[src/rtl/inha_key_pkg.sv]
// inha_key_pkg
//   Shared types and constants for the inha key event encoder.
//   - NUM_KEYS  : number of key inputs handled by the encoder
//   - ev_code_t : 3-bit event code, equal to the key index
//   Optional feature macro used by the encoder files: KEY_REPEAT_EN
package inha_key_pkg;

   localparam int NUM_KEYS = 8;

   typedef enum logic [2:0] {
      KEY_L   = 3'd0,
      KEY_R   = 3'd1,
      KEY_U   = 3'd2,
      KEY_D   = 3'd3,
      KEY_SW0 = 3'd4,
      KEY_SW1 = 3'd5,
      KEY_SW2 = 3'd6,
      KEY_SW3 = 3'd7
   } ev_code_t;

   // Event code for a key index (index and code are the same number).
   function automatic ev_code_t key_to_code(input logic [2:0] idx);
      return ev_code_t'(idx);
   endfunction

endpackage

[src/rtl/inha_key_debounce.sv]
// inha_key_debounce
//   One key's input path: 2-flop synchroniser on the inverted raw input,
//   a debounce counter, press detection and (with KEY_REPEAT_EN defined)
//   an auto-repeat counter.
//   Parameters:
//     DB_CYCLES      consecutive differing samples before the level flips (>=1)
//     REPEAT_CYCLES  edges held per repeat pulse (only with KEY_REPEAT_EN)
//   Ports:
//     clk    in   system clock, rising edge
//     rst    in   asynchronous active-high reset
//     key_n  in   raw active-low key
//     level  out  debounced level, 1 = pressed
//     press  out  one-cycle pulse the cycle after level rises
//     rpt    out  one-cycle repeat pulse while held (constant 0 without KEY_REPEAT_EN)
//   Configuration macro: KEY_REPEAT_EN
module inha_key_debounce #(
   parameter int DB_CYCLES = 1
`ifdef KEY_REPEAT_EN
   ,
   parameter int REPEAT_CYCLES = 16
`endif
) (
   input  logic clk,
   input  logic rst,
   input  logic key_n,
   output logic level,
   output logic press,
   output logic rpt
);

   localparam int CW = (DB_CYCLES > 1) ? $clog2(DB_CYCLES) : 1;

   logic          sync1;
   logic          sync2;
   logic          level_q;
   logic          level_d;
   logic [CW-1:0] db_cnt;

   // Sync flops reset to "released" so a key held through reset still
   // produces a rising level and hence one press.
   always_ff @(posedge clk or posedge rst) begin
      if (rst) begin
         sync1   <= 1'b0;
         sync2   <= 1'b0;
         level_q <= 1'b0;
         level_d <= 1'b0;
         db_cnt  <= '0;
      end else begin
         sync1   <= ~key_n;
         sync2   <= sync1;
         level_d <= level_q;
         if (sync2 != level_q) begin
            if (db_cnt == CW'(DB_CYCLES - 1)) begin
               level_q <= sync2;
               db_cnt  <= '0;
            end else begin
               db_cnt <= db_cnt + 1'b1;
            end
         end else begin
            db_cnt <= '0;
         end
      end
   end

   assign level = level_q;
   // Registered copy of the level makes the press a single-cycle pulse.
   assign press = level_q & ~level_d;

`ifdef KEY_REPEAT_EN
   localparam int RW = (REPEAT_CYCLES > 1) ? $clog2(REPEAT_CYCLES) : 1;

   logic [RW-1:0] rep_cnt;
   logic          rep_hit;

   assign rep_hit = (rep_cnt == RW'(REPEAT_CYCLES - 1));

   // Counts edges spent pressed; wraps on every REPEAT_CYCLES-th edge.
   always_ff @(posedge clk or posedge rst) begin
      if (rst) begin
         rep_cnt <= '0;
      end else if (!level_q || rep_hit) begin
         rep_cnt <= '0;
      end else begin
         rep_cnt <= rep_cnt + 1'b1;
      end
   end

   assign rpt = level_q & rep_hit;
`else
   assign rpt = 1'b0;
`endif

endmodule

[src/rtl/inha_key_event_encoder.sv]
// inha_key_event_encoder
//   Input front end for the inha game core. Debounces the 4 push-buttons
//   and 4 switches, turns each press into a 3-bit event code, and queues
//   the codes in a first-word-fall-through FIFO.
//   Parameters:
//     DB_CYCLES      debounce length in samples (>=1)
//     FIFO_DEPTH     event FIFO entries (power of 2, >=2)
//     REPEAT_CYCLES  auto-repeat period (only with KEY_REPEAT_EN)
//   Ports:
//     clk        in   system clock, rising edge
//     rst        in   asynchronous active-high reset
//     key_n      in   [7:0] raw active-low keys: L,R,U,D,SW0..SW3
//     ev_valid   out  FIFO head holds an event
//     ev_code    out  [2:0] head event code (key index), 0 when empty
//     ev_ready   in   consumer accepts the head this cycle
//     key_level  out  [7:0] debounced levels, 1 = pressed
//     overflow   out  sticky, a press was lost; cleared by rst only
//   Handshake: an event transfers on every rising edge where ev_valid and
//   ev_ready are both 1; ev_code is stable while ev_valid is held; ev_ready
//   while ev_valid is 0 has no effect.
//   Configuration macro: KEY_REPEAT_EN
module inha_key_event_encoder
   import inha_key_pkg::*;
#(
   parameter int DB_CYCLES  = 1,
   parameter int FIFO_DEPTH = 4
`ifdef KEY_REPEAT_EN
   ,
   parameter int REPEAT_CYCLES = 16
`endif
) (
   input  logic                clk,
   input  logic                rst,
   input  logic [NUM_KEYS-1:0] key_n,
   output logic                ev_valid,
   output logic [2:0]          ev_code,
   input  logic                ev_ready,
   output logic [NUM_KEYS-1:0] key_level,
   output logic                overflow
);

   localparam int AW = $clog2(FIFO_DEPTH);

   logic [NUM_KEYS-1:0] press;
   logic [NUM_KEYS-1:0] rpt;
   logic [NUM_KEYS-1:0] pending;
   logic [NUM_KEYS-1:0] clr_mask;

   ev_code_t            mem [FIFO_DEPTH];
   logic [AW:0]         wr_ptr;
   logic [AW:0]         rd_ptr;
   logic [AW:0]         count;
   logic                full;
   logic                pop;
   logic                push;
   logic                grant_valid;
   ev_code_t            grant_idx;

   for (genvar i = 0; i < NUM_KEYS; i++) begin : g_key
      inha_key_debounce #(
         .DB_CYCLES     (DB_CYCLES)
`ifdef KEY_REPEAT_EN
         ,
         .REPEAT_CYCLES (REPEAT_CYCLES)
`endif
      ) u_db (
         .clk   (clk),
         .rst   (rst),
         .key_n (key_n[i]),
         .level (key_level[i]),
         .press (press[i]),
         .rpt   (rpt[i])
      );
   end

   // Lowest-index pending bit wins: scan downward so lower indices override.
   always_comb begin
      grant_valid = 1'b0;
      grant_idx   = KEY_L;
      for (int i = NUM_KEYS - 1; i >= 0; i--) begin
         if (pending[i]) begin
            grant_valid = 1'b1;
            grant_idx   = key_to_code(3'(i));
         end
      end
   end

   assign count    = wr_ptr - rd_ptr;
   assign full     = (count == (AW + 1)'(FIFO_DEPTH));
   assign ev_valid = (count != '0);
   assign pop      = ev_valid & ev_ready;
   // A pop frees the slot on the same edge, so a full FIFO can still accept.
   assign push     = grant_valid & (~full | pop);
   assign clr_mask = push ? (NUM_KEYS'(1) << grant_idx) : '0;
   assign ev_code  = ev_valid ? mem[rd_ptr[AW-1:0]] : KEY_L;

   always_ff @(posedge clk or posedge rst) begin
      if (rst) begin
         wr_ptr   <= '0;
         rd_ptr   <= '0;
         pending  <= '0;
         overflow <= 1'b0;
      end else begin
         if (push) wr_ptr <= wr_ptr + 1'b1;
         if (pop)  rd_ptr <= rd_ptr + 1'b1;
         pending <= (pending & ~clr_mask) | press | rpt;
         // A press onto a bit that is not leaving this edge is a lost event.
         // Repeats merge silently and never count as loss.
         if (|(press & pending & ~clr_mask)) overflow <= 1'b1;
      end
   end

   // Storage needs no reset: the pointers define which entries are live.
   always_ff @(posedge clk) begin
      if (push) mem[wr_ptr[AW-1:0]] <= grant_idx;
   end

endmodule

[config.mk]
export PLATFORM = sky130hd
export DESIGN_NAME = inha_key_event_encoder
export DESIGN_NICKNAME = d
export VERILOG_FILES = /design/src/rtl/inha_key_pkg.sv /design/src/rtl/inha_key_debounce.sv /design/src/rtl/inha_key_event_encoder.sv
export SDC_FILE = /design/constraint.sdc
export NUM_CORES = 1
export LEC_CHECK = 0
export ABC_AREA = 1
export BUFFER_PORTS_ARGS = -buffer_cell sky130_fd_sc_hd__clkbuf_2
export CAP_MARGIN = 15
export CORE_MARGIN = 2
export CORE_UTILIZATION = 58
export DETAILED_ROUTE_END_ITERATION = 7
export GPL_TIMING_DRIVEN = 0
export PLACE_DENSITY = 0.78
export SKIP_CTS_REPAIR_TIMING = 1
export SYNTH_ARGS = -nofsm -noshare
export SYNTH_HDL_FRONTEND = slang
export SYNTH_HIERARCHICAL = 1
export SYNTH_SLANG_ARGS = --single-unit
[constraint.sdc]
create_clock -name clk -period 2.1 [get_ports clk]
set_input_delay 0.21 -clock clk [delete_from_list [all_inputs] [get_ports clk]]
set_output_delay 0.21 -clock clk [all_outputs]
set_load 0.01 [all_outputs]
==> results.md <==
* Maximum vdd drop at 982.5 uV
* Yosys warns at 6
* Post-route design area at just over 0.003 mm^2
* Largest net degree at the start of global routing at 16
* Syn Area/Cell at ~9.6 um^2
* # DRC at 0
* Clk slew on worst S/H paths at 0.07 ns
* Core Util, Final at 72.41%
* Max Fclk at 503.3 MHz
* Num CTS Buffers at 9
* Count of maximum capacitance violations at 0
* Placed cell area at around 0.0027 mm^2
* Status: finished, final reports clean
* Share of cells above drive strength 1 at between 20% and 30%
* Total clock sinks at 59
* Leakage at ~0.0016 uW
* M1 WL at 1657 um
* Die area at between 0.004 and 0.005 mm^2
* Worst setup slack after placement at -0.01442 ns
* Core ar. at 0.004294 mm^2
* Slew Viols, Final at 0
* Placer Congestion at slightly below 0.8
* Initial antenna violation count at 0
* Global Route Usage Sum at between 15 and 20%
* ANT nets after route at 0
* Final setup viols at 0
* Highest routed layer: met4
* Final worst slack at approximately 0.11 ns
* Setup TNS Final at 0 ns
* Layout Skew at 0.004109 ns
* Crit Path Category: flop to output pin
* Crit path DAT at approximately 1.8 ns
* Dpl hpwl at between 2000 and 3000 um
* DR WL met2 at roughly 2000 um
* EDFF count, synth at 12
* Crit path required time at approximately 1.9 ns
* Asr flop ratio synth at about 80%
* Hold Fails Final Rpt at 0
* Routed wire length at 3927 um
* Htree depth at 3
* CTS tree: built
* Worst path cell trace: inv_2 > ha_4 > nand2_1 > nand2_1 > nand3_2 > nand2_2 > nand3_4 > nand2_1 > inv_1 > clkbuf_2
* Port bufs at 23
* CTS root buf: clkbuf_8
* CP max stage cell: dfrtp_1
* Vias at 1651
* Register area share after synthesis at 60.08%
* Startpoint types: flop
* WL/cell at around 11 um
* Clock Path Buffers at 2
* Grt ovf at 0
* Net Count, Synth at roughly 280
* Tcrit/Tclk final at a little over nine tenths
* CP max FO at 6
* Worst Hold Class: primary input to flop
* Metal3 WL at 141 um
* Vias in the first global route at about 1600
* 1st-pass router iterations at 4
* Iter 0 DRT Violations at 80
* Starting density of the core at between 50% and 60%
* Row Count at 24
* Io pins at 24
* Mapped Area at between 0.002 and 0.003 mm^2
* Area grow syn2layout at 21.58%
* Distinct cells, synth at 26
* Most frequent CP cell: nand2_1
* Diodes inserted at 0
* Register bit total from synthesis at 59
* Cells after synthesis at 266
* Worst skew pair latency at between 0.3 and 0.4 ns
* Final nets at between 300 and 400
* Max-slew headroom at a little under three fifths
* Min Tclk post-route at roughly 2 ns
* P per Cell Area at 1246 mW/mm^2
* CP peak stage delay at about 0.41 ns
* Ys flop type: dfrtp_1
* Worst-Margin Slew at about 0.65 ns
* Die height at roughly 70 um
* Nature of the critical path endpoint: output pin
* Die X-Extent at about 70 um
* Global-route wire length before repair at 6665 um
* Via density at roughly 4.5
[registers in the layout, summed over array words and instances (netlist names)]
signal	cells
g_key.u_db/level	8
g_key.u_db/level_d	8
g_key.u_db/sync1	8
g_key.u_db/sync2	8
mem	12
overflow	1
pending	8
rd_ptr	3
wr_ptr	3
[routing by layer]
layer,GRT usage (%),up-vias
met5,0,-
met4,10.68,0
met3,6.205,10
met2,29.35,28
met1,21.10,750
li1,-,863
[synthesized netlist by cell type, types with 2 or more instances]
library cell / instances / area share [%]
nand3_2: 2 / 0.78
nand3_1: 7 / 1.4
o22ai_1: 3 / 0.73
a21oi_1: 3 / 0.59
nor3_1: 2 / 0.39
dfrtp_1: 47 / 46
edfxtp_1: 12 / 14
xor2_1: 4 / 1.4
conb_1: 8 / 1.2
inv_2: 3 / 0.44
nor2_2: 12 / 2.9
buf_4: 8 / 2.3
nand2_1: 38 / 5.6
ha_1: 7 / 3.4
o21ai_0: 10 / 2.0
inv_1: 53 / 7.8
nor2_1: 26 / 3.8
nand2_2: 6 / 1.5
clkbuf_1: 8 / 1.2
[metrics by stage]
stage | std cells | hold slack, ns | total power (uW)
finish | 366 | 0.01032 | 3875
global route | 366 | 0.004367 | 4136
CTS | 357 | -0.1615 | 3720
detailed placement | 341 | 0.2116 | 2495
global placement | 341 | 0.2029 | 2465
floorplan | 266 | -0.02392 | 2235
[cell usage in the layout (no fill, tap or decap), types with 3 or more instances in the layout]
cell type | netlist | final
buf_4 | 8 | 10
clkbuf_1 | 8 | 8
clkbuf_2 | 0 | 23
clkbuf_8 | 0 | 9
conb_1 | 8 | 8
dfrtp_1 | 47 | 47
dlygate4sd3_1 | 0 | 7
edfxtp_1 | 12 | 12
ha_1 | 7 | 6
inv_1 | 53 | 52
inv_2 | 3 | 4
nand2_1 | 38 | 37
nand2_2 | 6 | 7
nand3_1 | 7 | 5
nand3_2 | 2 | 3
nor2_1 | 26 | 25
nor2_2 | 12 | 13
o21ai_0 | 10 | 10
o22ai_1 | 3 | 3
xor2_1 | 4 | 4
[worst paths after layout]
path / slack, ns / depth (start not counted) / end / from
max: 0.11 / 10 / ev_code[2] / rd_ptr[1]$_DFFE_PP0P_
min: 0.01 / 2 / g_key[0].u_db/sync1$_DFF_PP0_ / key_n[0]
max reg2reg: 0.16 / 8 / mem[0][0]$_DFFE_PP_ / rd_ptr[1]$_DFFE_PP0P_
min reg2reg: 0.35 / 0 / g_key[7].u_db/sync2$_DFF_PP0_ / g_key[7].u_db/sync1$_DFF_PP0_
max in group asynchronous: 1.05 / 3 / pending[7]$_DFF_PP0_ / rst
min in group asynchronous: 0.42 / 3 / g_key[6].u_db/sync1$_DFF_PP0_ / rst
[final cells by class]
type / instances / area, um^2
Buffer: 16 / 90.09
Clock buffer: 10 / 148.9
Clock inverter: 6 / 93.84
Fill cell: 305 / 1185
Inverter: 56 / 210.2
Multi-Input combinational cell: 135 / 764.5
Sequential cell: 59 / 1536
Tap cell: 52 / 65.06
Timing Repair Buffer: 32 / 200.2
[where the power goes]
part / internal (uW) / switching [uW] / total (uW)
logic: 456 / 689 / 1140
registers: 1400 / 113 / 1510
clock network: 750 / 469 / 1220
total: 2600 / 1270 / 3870
[critical path: cells and delay by family, from the launching register on]
family,cells,cell delay (ns)
flops,1,0.41
buf+inv,3,0.24
fa+ha+maj,1,0.31
simple gates,6,0.47
[cells by family (layout without fill, tap and decap cells)]
family,after synthesis,after routing,share of synthesized area [%]
and+or+nand+nor,96,96,17.27
buffers and inverters,72,120,11.74
DFF,59,59,60.08
AOI/OAI and AO/OA,20,20,4.942
other,8,8,1.174
adders and majority gates,7,7,3.425
xor gates and xnor gates,4,4,1.370
Note: power is estimated with default switching activity, not from simulation.
